### src/rtl/onehot_defs.vh
// Shared definitions for one-hot bitmap-select blocks.
// Define ONEHOT_DEMUX_ERR_COUNT_EN to add the saturating err_count output to onehot_demux_stream.
`ifndef ONEHOT_DEFS_VH
`define ONEHOT_DEFS_VH

localparam int ONEHOT_MAX_OUTPUTS = 32;
localparam int ONEHOT_ERR_COUNT_W = 16;

`endif

### src/rtl/onehot_demux_stream_pkg.sv
// Package for the one-hot stream demux: shared limits and the error-counter helper.
package onehot_demux_stream_pkg;

`include "onehot_defs.vh"

  // Saturating increment; holds at all-ones.
  function automatic logic [ONEHOT_ERR_COUNT_W-1:0] sat_inc(input logic [ONEHOT_ERR_COUNT_W-1:0] v);
    if (v == {ONEHOT_ERR_COUNT_W{1'b1}}) begin
      sat_inc = v;
    end else begin
      sat_inc = v + {{(ONEHOT_ERR_COUNT_W-1){1'b0}}, 1'b1};
    end
  endfunction

endpackage

### src/rtl/onehot_check.sv
// Combinational one-hot / all-zero classifier for an N-bit select bitmap.
module onehot_check #(
  parameter int N = 2
) (
  input  logic [N-1:0] vec,
  output logic         is_onehot,
  output logic         is_zero
);

  logic seen_s;
  logic multi_s;

  // Scan the bitmap, noting whether any bit and whether a second bit is set.
  always_comb begin
    seen_s  = 1'b0;
    multi_s = 1'b0;
    for (int i = 0; i < N; i++) begin
      multi_s = multi_s | (seen_s & vec[i]);
      seen_s  = seen_s | vec[i];
    end
  end

  assign is_zero   = ~seen_s;
  assign is_onehot = seen_s & ~multi_s;

endmodule

### src/rtl/onehot_demux_stream.sv
// Valid/ready stream demux to N channels by one-hot select, with a 2-entry skid buffer.
// Optional macro ONEHOT_DEMUX_ERR_COUNT_EN adds a saturating illegal-select counter port.
module onehot_demux_stream
  import onehot_demux_stream_pkg::*;
#(
  parameter int N_OUTPUTS = 2,
  parameter int W_DATA    = 32
) (
  input  logic                 clk,
  input  logic                 rst,
  input  logic                 in_valid,
  output logic                 in_ready,
  input  logic [W_DATA-1:0]    in_data,
  input  logic [N_OUTPUTS-1:0] in_sel,
  output logic [N_OUTPUTS-1:0] out_valid,
  input  logic [N_OUTPUTS-1:0] out_ready,
  output logic [W_DATA-1:0]    out_data,
  output logic                 err_sel
`ifdef ONEHOT_DEMUX_ERR_COUNT_EN
  ,
  output logic [ONEHOT_ERR_COUNT_W-1:0] err_count
`endif
);

  logic [W_DATA-1:0]    main_data_r, main_data_s;
  logic [N_OUTPUTS-1:0] main_sel_r, main_sel_s;
  logic                 main_valid_r, main_valid_s;
  logic [W_DATA-1:0]    skid_data_r, skid_data_s;
  logic [N_OUTPUTS-1:0] skid_sel_r, skid_sel_s;
  logic                 skid_valid_r, skid_valid_s;
  logic                 in_ready_r;
  logic                 err_sel_r;

  logic sel_onehot_s;
  logic sel_zero_s;
  logic sel_legal_s;
  logic accept_s;
  logic legal_acc_s;
  logic illegal_acc_s;
  logic pop_s;

  onehot_check #(.N(N_OUTPUTS)) u_sel_check (
    .vec       (in_sel),
    .is_onehot (sel_onehot_s),
    .is_zero   (sel_zero_s)
  );

  assign sel_legal_s   = sel_onehot_s & ~sel_zero_s;
  assign accept_s      = in_valid & in_ready_r;
  assign legal_acc_s   = accept_s & sel_legal_s;
  assign illegal_acc_s = accept_s & ~sel_legal_s;

  assign out_valid = main_valid_r ? main_sel_r : {N_OUTPUTS{1'b0}};
  assign out_data  = main_data_r;
  assign in_ready  = in_ready_r;
  assign err_sel   = err_sel_r;
  // Unselected channels cannot pop because out_valid masks their ready.
  assign pop_s     = |(out_valid & out_ready);

  // Next state of the main/skid pair; skid is never full while accepting.
  always_comb begin
    main_data_s  = main_data_r;
    main_sel_s   = main_sel_r;
    main_valid_s = main_valid_r;
    skid_data_s  = skid_data_r;
    skid_sel_s   = skid_sel_r;
    skid_valid_s = skid_valid_r;
    if (pop_s) begin
      if (skid_valid_r) begin
        main_data_s  = skid_data_r;
        main_sel_s   = skid_sel_r;
        main_valid_s = 1'b1;
        skid_valid_s = 1'b0;
      end else if (legal_acc_s) begin
        main_data_s  = in_data;
        main_sel_s   = in_sel;
        main_valid_s = 1'b1;
      end else begin
        main_valid_s = 1'b0;
      end
    end else begin
      if (legal_acc_s) begin
        if (main_valid_r) begin
          skid_data_s  = in_data;
          skid_sel_s   = in_sel;
          skid_valid_s = 1'b1;
        end else begin
          main_data_s  = in_data;
          main_sel_s   = in_sel;
          main_valid_s = 1'b1;
        end
      end else begin
        main_valid_s = main_valid_r;
      end
    end
  end

  // Buffer registers, registered in_ready and the illegal-select pulse.
  always_ff @(posedge clk) begin
    if (rst) begin
      main_data_r  <= {W_DATA{1'b0}};
      main_sel_r   <= {N_OUTPUTS{1'b0}};
      main_valid_r <= 1'b0;
      skid_data_r  <= {W_DATA{1'b0}};
      skid_sel_r   <= {N_OUTPUTS{1'b0}};
      skid_valid_r <= 1'b0;
      in_ready_r   <= 1'b1;
      err_sel_r    <= 1'b0;
    end else begin
      main_data_r  <= main_data_s;
      main_sel_r   <= main_sel_s;
      main_valid_r <= main_valid_s;
      skid_data_r  <= skid_data_s;
      skid_sel_r   <= skid_sel_s;
      skid_valid_r <= skid_valid_s;
      in_ready_r   <= ~skid_valid_s;
      err_sel_r    <= illegal_acc_s;
    end
  end

`ifdef ONEHOT_DEMUX_ERR_COUNT_EN
  logic [ONEHOT_ERR_COUNT_W-1:0] err_count_r;

  // Saturating count of accepted illegal-select beats.
  always_ff @(posedge clk) begin
    if (rst) begin
      err_count_r <= {ONEHOT_ERR_COUNT_W{1'b0}};
    end else if (illegal_acc_s) begin
      err_count_r <= sat_inc(err_count_r);
    end else begin
      err_count_r <= err_count_r;
    end
  end

  assign err_count = err_count_r;
`endif

endmodule

### config.mk
export PLATFORM = sky130hd
export DESIGN_NAME = onehot_demux_stream
export DESIGN_NICKNAME = d
export VERILOG_FILES = /design/src/rtl/onehot_demux_stream_pkg.sv /design/src/rtl/onehot_check.sv /design/src/rtl/onehot_demux_stream.sv
export VERILOG_INCLUDE_DIRS = /design/src /design/src/rtl
export SDC_FILE = /design/constraint.sdc
export NUM_CORES = 1
export LEC_CHECK = 0
export BUFFER_PORTS_ARGS = -buffer_cell sky130_fd_sc_hd__buf_2
export CAP_MARGIN = 0
export CORE_ASPECT_RATIO = 0.5
export CORE_MARGIN = 1.5
export CORE_UTILIZATION = 57
export CTS_CLUSTER_DIAMETER = 200
export CTS_CLUSTER_SIZE = 10
export DETAILED_ROUTE_END_ITERATION = 8
export HOLD_SLACK_MARGIN = 0.12
export PLACE_DENSITY = 0.84
export SYNTH_ARGS = -nofsm -noshare
export SYNTH_HDL_FRONTEND = slang
export SYNTH_SLANG_ARGS = --single-unit
export TNS_END_PERCENT = 100
### constraint.sdc
create_clock -name clk -period 2.1 [get_ports clk]
set_clock_uncertainty 0.1 [all_clocks]
set_input_delay 0.21 -clock clk [delete_from_list [all_inputs] [get_ports clk]]
set_output_delay 0.21 -clock clk [all_outputs]
set_load 0.005 [all_outputs]
======== Word-level counts from Yosys, hierarchy flattened ========
Index checks and enable logic that the tools add are counted.
word-level totals
  bits of input ports ..................... 39
  output and inout bits ................... 36
  flip-flop bits (word level) ............. 72
operators by class
  bitwise operators ....................... 12
  eq/ne operators ......................... 1
  muxes and demuxes ....................... 18
  reduce and logical (&&, ||, !) cells .... 5
operators with widths
  cell                                                             number
  32-bit 2-to-1 mux                                                5
  2-bit 2-to-1 mux                                                 6
  1-bit 2-to-1 mux                                                 7
  1-bit AND                                                        6
  3-bit AND reduction                                              2
  1-bit inverter                                                   4
  2-bit nonzero test                                               2
  2-bit AND                                                        1
  2-bit by 1-bit != test with 1-bit output, second input constant  1
  2-bit OR reduction                                               1
  1-bit bitwise OR                                                 1

======== Logic depth before layout (Yosys ltp) ========
  depth in word-level cells ............... 8
  depth in mapped cells ................... 6
  gate-level depth less buffers ........... 4

======== By module ========
A second synthesis with hierarchy kept.
unflattened totals
  cells, all modules ...................... 322
  area, all modules ....................... 3427.0 um^2
by module, submodules not included
  module               sequential area each (um^2)  area each (um^2)  times used  cells an instance
  onehot_demux_stream  1441.4                       3407.0            1           319
  onehot_check         0.0                          20.0              1           3

======== Least setup slack after synthesis ========
Ideal clock, no wire load.
  path type ............................... register -> register
  from .................................... reg main_sel_r[1]
  to ...................................... reg main_data_r[10], in the netlist out_data[10]
  library setup time ...................... 0.139 ns
  path slack .............................. 0.636 ns
  arrival ................................. 1.225 ns
  period minus slack after synthesis ...... 1.464 ns
  cell stages (with the launch flop) ...... 6
  buffers on the path ..................... 1
  required time ........................... 1.861 ns
  cell sequence ........................... dfxtp_1 a22oi_2 nor2_4 o211ai_2 buf_2 a22oi_1
between the ends
  longest elaborated chain between the ends .. 5
  elaborated cells between the ends (all ways) .. 7
  classes of those cells .................. eq/ne (1); mux (2); bitwise (1); reduce/logical (3)
ends and longest elaborated chain
  what                                                                                                    RTL line                    source
  start: declaration                                                                                      onehot_demux_stream.sv:26   logic [N_OUTPUTS-1:0] main_sel_r, main_sel_s;
  start signal: assignment                                                                                onehot_demux_stream.sv:102  main_sel_r <= {N_OUTPUTS{1'b0}};
  start signal: assignment                                                                                onehot_demux_stream.sv:111  main_sel_r <= main_sel_s;
  2-bit 2-to-1 mux (*)                                                                                    onehot_demux_stream.sv:53   assign out_valid = main_valid_r ? main_sel_r : {N_OUTPUTS{1'b0}};
  2-bit AND (*)                                                                                           onehot_demux_stream.sv:58   assign pop_s = |(out_valid & out_ready);
  2-bit OR reduction (*)                                                                                  onehot_demux_stream.sv:58
  2-bit by 1-bit != test with 1-bit output (no source line) / 2-bit nonzero test (equally long branches)  n/a
  3-bit AND reduction (no source line)                                                                    n/a
  end signal: assignment                                                                                  onehot_demux_stream.sv:101  main_data_r <= {W_DATA{1'b0}};
  end signal: assignment                                                                                  onehot_demux_stream.sv:110  main_data_r <= main_data_s;
  end: declaration                                                                                        onehot_demux_stream.sv:25   logic [W_DATA-1:0] main_data_r, main_data_s;
Mark *: on every way between the ends. The rest lies on a longest branch, timed or not.
A chain may end at the register's enable or synchronous reset.

======== Worst setup path after layout ========
  from .................................... in out_ready[1]
  to ...................................... reg skid_data_r[2]
between the ends
  longest elaborated chain between the ends .. 4
ends and longest elaborated chain
  what                                  RTL line                    source
  start: declaration                    onehot_demux_stream.sv:16   input logic [N_OUTPUTS-1:0] out_ready,
  2-bit AND                             onehot_demux_stream.sv:58
  2-bit OR reduction                    onehot_demux_stream.sv:58
  1-bit inverter (no source line)       n/a
  3-bit AND reduction (no source line)  n/a
  end signal: assignment                onehot_demux_stream.sv:104  skid_data_r <= {W_DATA{1'b0}};
  end signal: assignment                onehot_demux_stream.sv:113  skid_data_r <= skid_data_s;
  end: declaration                      onehot_demux_stream.sv:28   logic [W_DATA-1:0] skid_data_r, skid_data_s;
No other way between the ends.

==> insert_results.sql <==
INSERT INTO impl_metrics (metric_group, metric, value, unit) VALUES
('critical_path', 'critical_path.reg2reg.startpoint', 'main_valid_r', ''),
('power_and_ir_drop', 'p_per_area', '764', 'mW/mm²'),
('critical_path', 'required', '2.27', 'ns'),
('logic_synthesis', 'postSynth.asyncResetShare', '0', ''),
('logic_synthesis', 'synth-main-ff-cell', 'sky130_fd_sc_hd__dfxtp_1', ''),
('logic_synthesis', 'synth_top_cells_by_area', 'sky130_fd_sc_hd__dfxtp_1 47%, sky130_fd_sc_hd__nand2_1 12%, sky130_fd_sc_hd__mux2i_1 11%, sky130_fd_sc_hd__a22oi_1 8.2%, sky130_fd_sc_hd__or3_1 6.5%', ''),
('logic_synthesis', 'synth_cell_type_count', '26', ''),
('routing', 'routed_via_density', '5.57', ''),
('routing', 'average_detailed_routed_wire_length_per_instance', '15.1', 'µm'),
('critical_path', 'setup.reg_to_reg.worst_slack', '0.22', 'ns'),
('die', 'initial_utilization', '0.611', ''),
('routing', 'ant_nets', '0', ''),
('clock_network', 'clkLatencyLatePin', '0.35', 'ns'),
('final_layout', 'area_delta_synth_final', '31.5', '%'),
('outcome', 'status', 'finished clean', ''),
('timing', 'post-route-period-util', '0.943', ''),
('logic_synthesis', 'post_synth_inst_count', '359', ''),
('critical_path', 'crit_start', 'out_ready[1]', ''),
('timing', 'timing.final.setup_violations', '0', ''),
('logic_synthesis', 'synth_seq_cells', '72', ''),
('power_and_ir_drop', 'p_comb_frac', '0.146', ''),
('power_and_ir_drop', 'internal-power', '2330', 'µW'),
('critical_path', 'start_kind', 'input pin', ''),
('logic_synthesis', 'synth_fp_nets', '398', ''),
('logic_synthesis', 'synthTopCellsByCount', '103 x sky130_fd_sc_hd__nand2_1, 72 x sky130_fd_sc_hd__dfxtp_1, 35 x sky130_fd_sc_hd__a21oi_1', ''),
('global_route', 'first_global_vias', '2730', ''),
('routing', 'drtIter0Drc', '174', ''),
('timing', 'fin_tns_setup', '0', 'ns'),
('critical_path', 'worst_r2r_endpoint', 'in_ready', ''),
('clock_network', 'cts.sinks', '72', ''),
('die', 'design.die.area', '0.00591', 'mm²'),
('final_layout', 'design.final.nets', '502', ''),
('die', 'placeable_core_region', '0.00507', 'mm²'),
('timing', 'hold_viol', '0', ''),
('routing', 'route.detailed.drc', '0', ''),
('logic_synthesis', 'post_synth.cell_area_avg', '8.63', 'µm²'),
('job', 'maxCapViolations', '0', ''),
('timing', 'timing.final.crit_period', '1.98', 'ns'),
('die', 'die-height', '55.1', 'µm'),
('placement', 'buffer_ports.inserted', '74', ''),
('timing', 'report.final.slew_viol_count', '0', ''),
('clock_network', 'buffer_depth_of_the_longest_clock_path', '2', ''),
('logic_synthesis', 'post_synth_edffs', '0', ''),
('logic_synthesis', 'yosysMostFrequentCell', 'sky130_fd_sc_hd__nand2_1', ''),
('power_and_ir_drop', 'total_leakage_power', '0.00173', 'µW'),
('clock_network', 'post_cts_resized', '0', ''),
('placement', 'final_hpwl_from_detailed_placement', '4940', 'µm'),
('timing', 'postLayoutSetupSlackWorst', '0.120', 'ns'),
('timing', 'max_clock_freq', '505', 'MHz'),
('timing', 'worstMarginPinSlew', '0.423', 'ns'),
('logic_synthesis', 'mappedNetlistArea', '0.00310', 'mm²'),
('critical_path', 'worstSetupEndpoint', 'skid_data_r[2]', ''),
('clock_network', 'tritoncts.num_buffers', '9', ''),
('critical_path', 'path_max_fanout', '25', ''),
('power_and_ir_drop', 'switching_share', '0.250', ''),
('routing', 'via_total_after_detailed_routing', '2990', ''),
('logic_synthesis', 'synth.yosys.seq_area_share', '0.465', ''),
('logic_synthesis', 'synth-warning-count', '0', ''),
('die', 'floorplan.rows', '18', ''),
('global_route', 'grt_util_all_layers', '0.289', ''),
('global_route', 'grt-ovfl-total', '0', ''),
('placement', 'pre_cts_ws', '0.340', 'ns'),
('clock_network', 'path_clk_slew', '0.07', 'ns'),
('routing', 'first_pass_iters', '5', ''),
('global_route', 'grt_start_max_net_pins', '37', ''),
('timing', 'rsz0062_at_grt', 'no', ''),
('logic_synthesis', 'yosysTopAreaCell', 'sky130_fd_sc_hd__dfxtp_1', ''),
('routing', 'drt-total-wl', '8090', 'µm'),
('critical_path', 'timing.critical_path.arrival', '2.15', 'ns'),
('power_and_ir_drop', 'max-vdd-ir-drop', '0.000470', 'V'),
('critical_path', 'ff2ff_path_depth', '5', '');
cell families (layout without fill, tap and decap cells):
| logic type | Yosys count | in the layout | share of synthesized area |
|---|---|---|---|
| simple gates | 146 | 146 | 0.213 |
| compound gates | 73 | 73 | 0.154 |
| flops | 72 | 72 | 0.465 |
| mux | 34 | 34 | 0.110 |
| buf+inv | 32 | 140 | 0.0525 |
| xor+xnor | 2 | 2 | 0.00566 |
power by group through the flow:
stage | clock [µW] | sequential (µW) | combinational, µW
floorplan | 0 | 1540 | 211
global placement | 0 | 1530 | 384
detailed placement | 0 | 1530 | 394
CTS | 1160 | 1500 | 446
global route | 1220 | 1520 | 499
finish | 1150 | 1510 | 453
worst min-delay path by stage:
stage	start	end	slack, ns	depth (start not counted)
after floorplan	in_data[0]	skid_data_r[0]	0.25	2
after global placement	skid_data_r[26]	skid_data_r[26]	0.34	2
after detailed placement	out_data[15]	out_data[15]	0.35	2
after CTS	in_valid	err_sel	0.20	3
after global routing	rst	skid_sel_r[1]	0.25	3
final	in_valid	err_sel	0.21	3
repair_timing:
action / 4_1_cts / 5_1_grt
endpoints found under the hold margin: 34 / 0
buffers inserted: 0 / 0
endpoints found under the setup margin: 0 / 0
hold buffers: 35 / 0
per-layer routing:
layer | up-vias | wire, µm | GRT usage
met5 | - | 0 | 0
met4 | 0 | 174 | 0.131
met3 | 22 | 482 | 0.0867
met2 | 97 | 3940 | 0.505
met1 | 1417 | 3490 | 0.341
li1 | 1454 | - | -
registers in the layout, summed over array words and instances, names as in the netlist:
signal        flops
skid_data_r      32
main_valid_r      1
in_ready          1
main_sel_r        2
out_data         32
skid_valid_r      1
err_sel           1
skid_sel_r        2
worst max-delay path, cell delays in order:
cell	delay, ns
sky130_fd_sc_hd__dlygate4sd3_1	0.53
sky130_fd_sc_hd__buf_2	0.13
sky130_fd_sc_hd__a22oi_2	0.29
sky130_fd_sc_hd__and4_1	0.52
sky130_fd_sc_hd__buf_12	0.23
sky130_fd_sc_hd__nand2_1	0.08
sky130_fd_sc_hd__a21oi_1	0.15
layout make-up:
cell class,instances,area [µm²]
Clock buffer,11,131
Clock inverter,4,70.1
Fill cell,310,995
Inverter,3,11.3
Multi-Input combinational cell,255,1500
Sequential cell,72,1440
Tap cell,70,87.6
Timing Repair Buffer,122,831
metrics by stage:
stage               instances   util  total power, µW  hold WS [ns]  instance area, µm²
floorplan                 359      -             1750         0.246                3100
global placement          487  0.695             1910         0.341                3520
detailed placement        487  0.695             1930         0.348                3520
CTS                       537  0.804             3110         0.198                4070
global route              537  0.804             3230         0.248                4070
finish                    537  0.804             3110         0.209                4070
layout by cell type (no fill, tap or decap):
cell type	netlist	routed
sky130_fd_sc_hd__buf_4	3	12
sky130_fd_sc_hd__xnor2_2	0	1
sky130_fd_sc_hd__nand2_1	103	103
sky130_fd_sc_hd__dlygate4sd3_1	0	35
sky130_fd_sc_hd__or3_1	32	32
sky130_fd_sc_hd__xor2_1	1	1
sky130_fd_sc_hd__nand4_1	1	1
sky130_fd_sc_hd__nor2_1	2	2
sky130_fd_sc_hd__a22oi_1	34	34
sky130_fd_sc_hd__inv_2	1	1
sky130_fd_sc_hd__and2_1	3	3
sky130_fd_sc_hd__dfxtp_1	72	72
sky130_fd_sc_hd__and4_1	1	1
sky130_fd_sc_hd__clkbuf_8	0	9
sky130_fd_sc_hd__o211a_1	1	1
sky130_fd_sc_hd__a221o_1	1	1
sky130_fd_sc_hd__nor2_4	1	1
sky130_fd_sc_hd__buf_2	4	74
sky130_fd_sc_hd__inv_1	2	2
sky130_fd_sc_hd__buf_12	0	1
sky130_fd_sc_hd__mux2i_1	34	34
sky130_fd_sc_hd__clkbuf_1	16	2
sky130_fd_sc_hd__a22oi_2	1	1
sky130_fd_sc_hd__clkinv_2	0	2
sky130_fd_sc_hd__nand3b_1	2	2
sky130_fd_sc_hd__a21oi_1	35	35
sky130_fd_sc_hd__o211ai_2	1	1
sky130_fd_sc_hd__bufinv_16	0	2
sky130_fd_sc_hd__nor3_1	1	1
No activity file was read; power rests on OpenSTA's default activity.
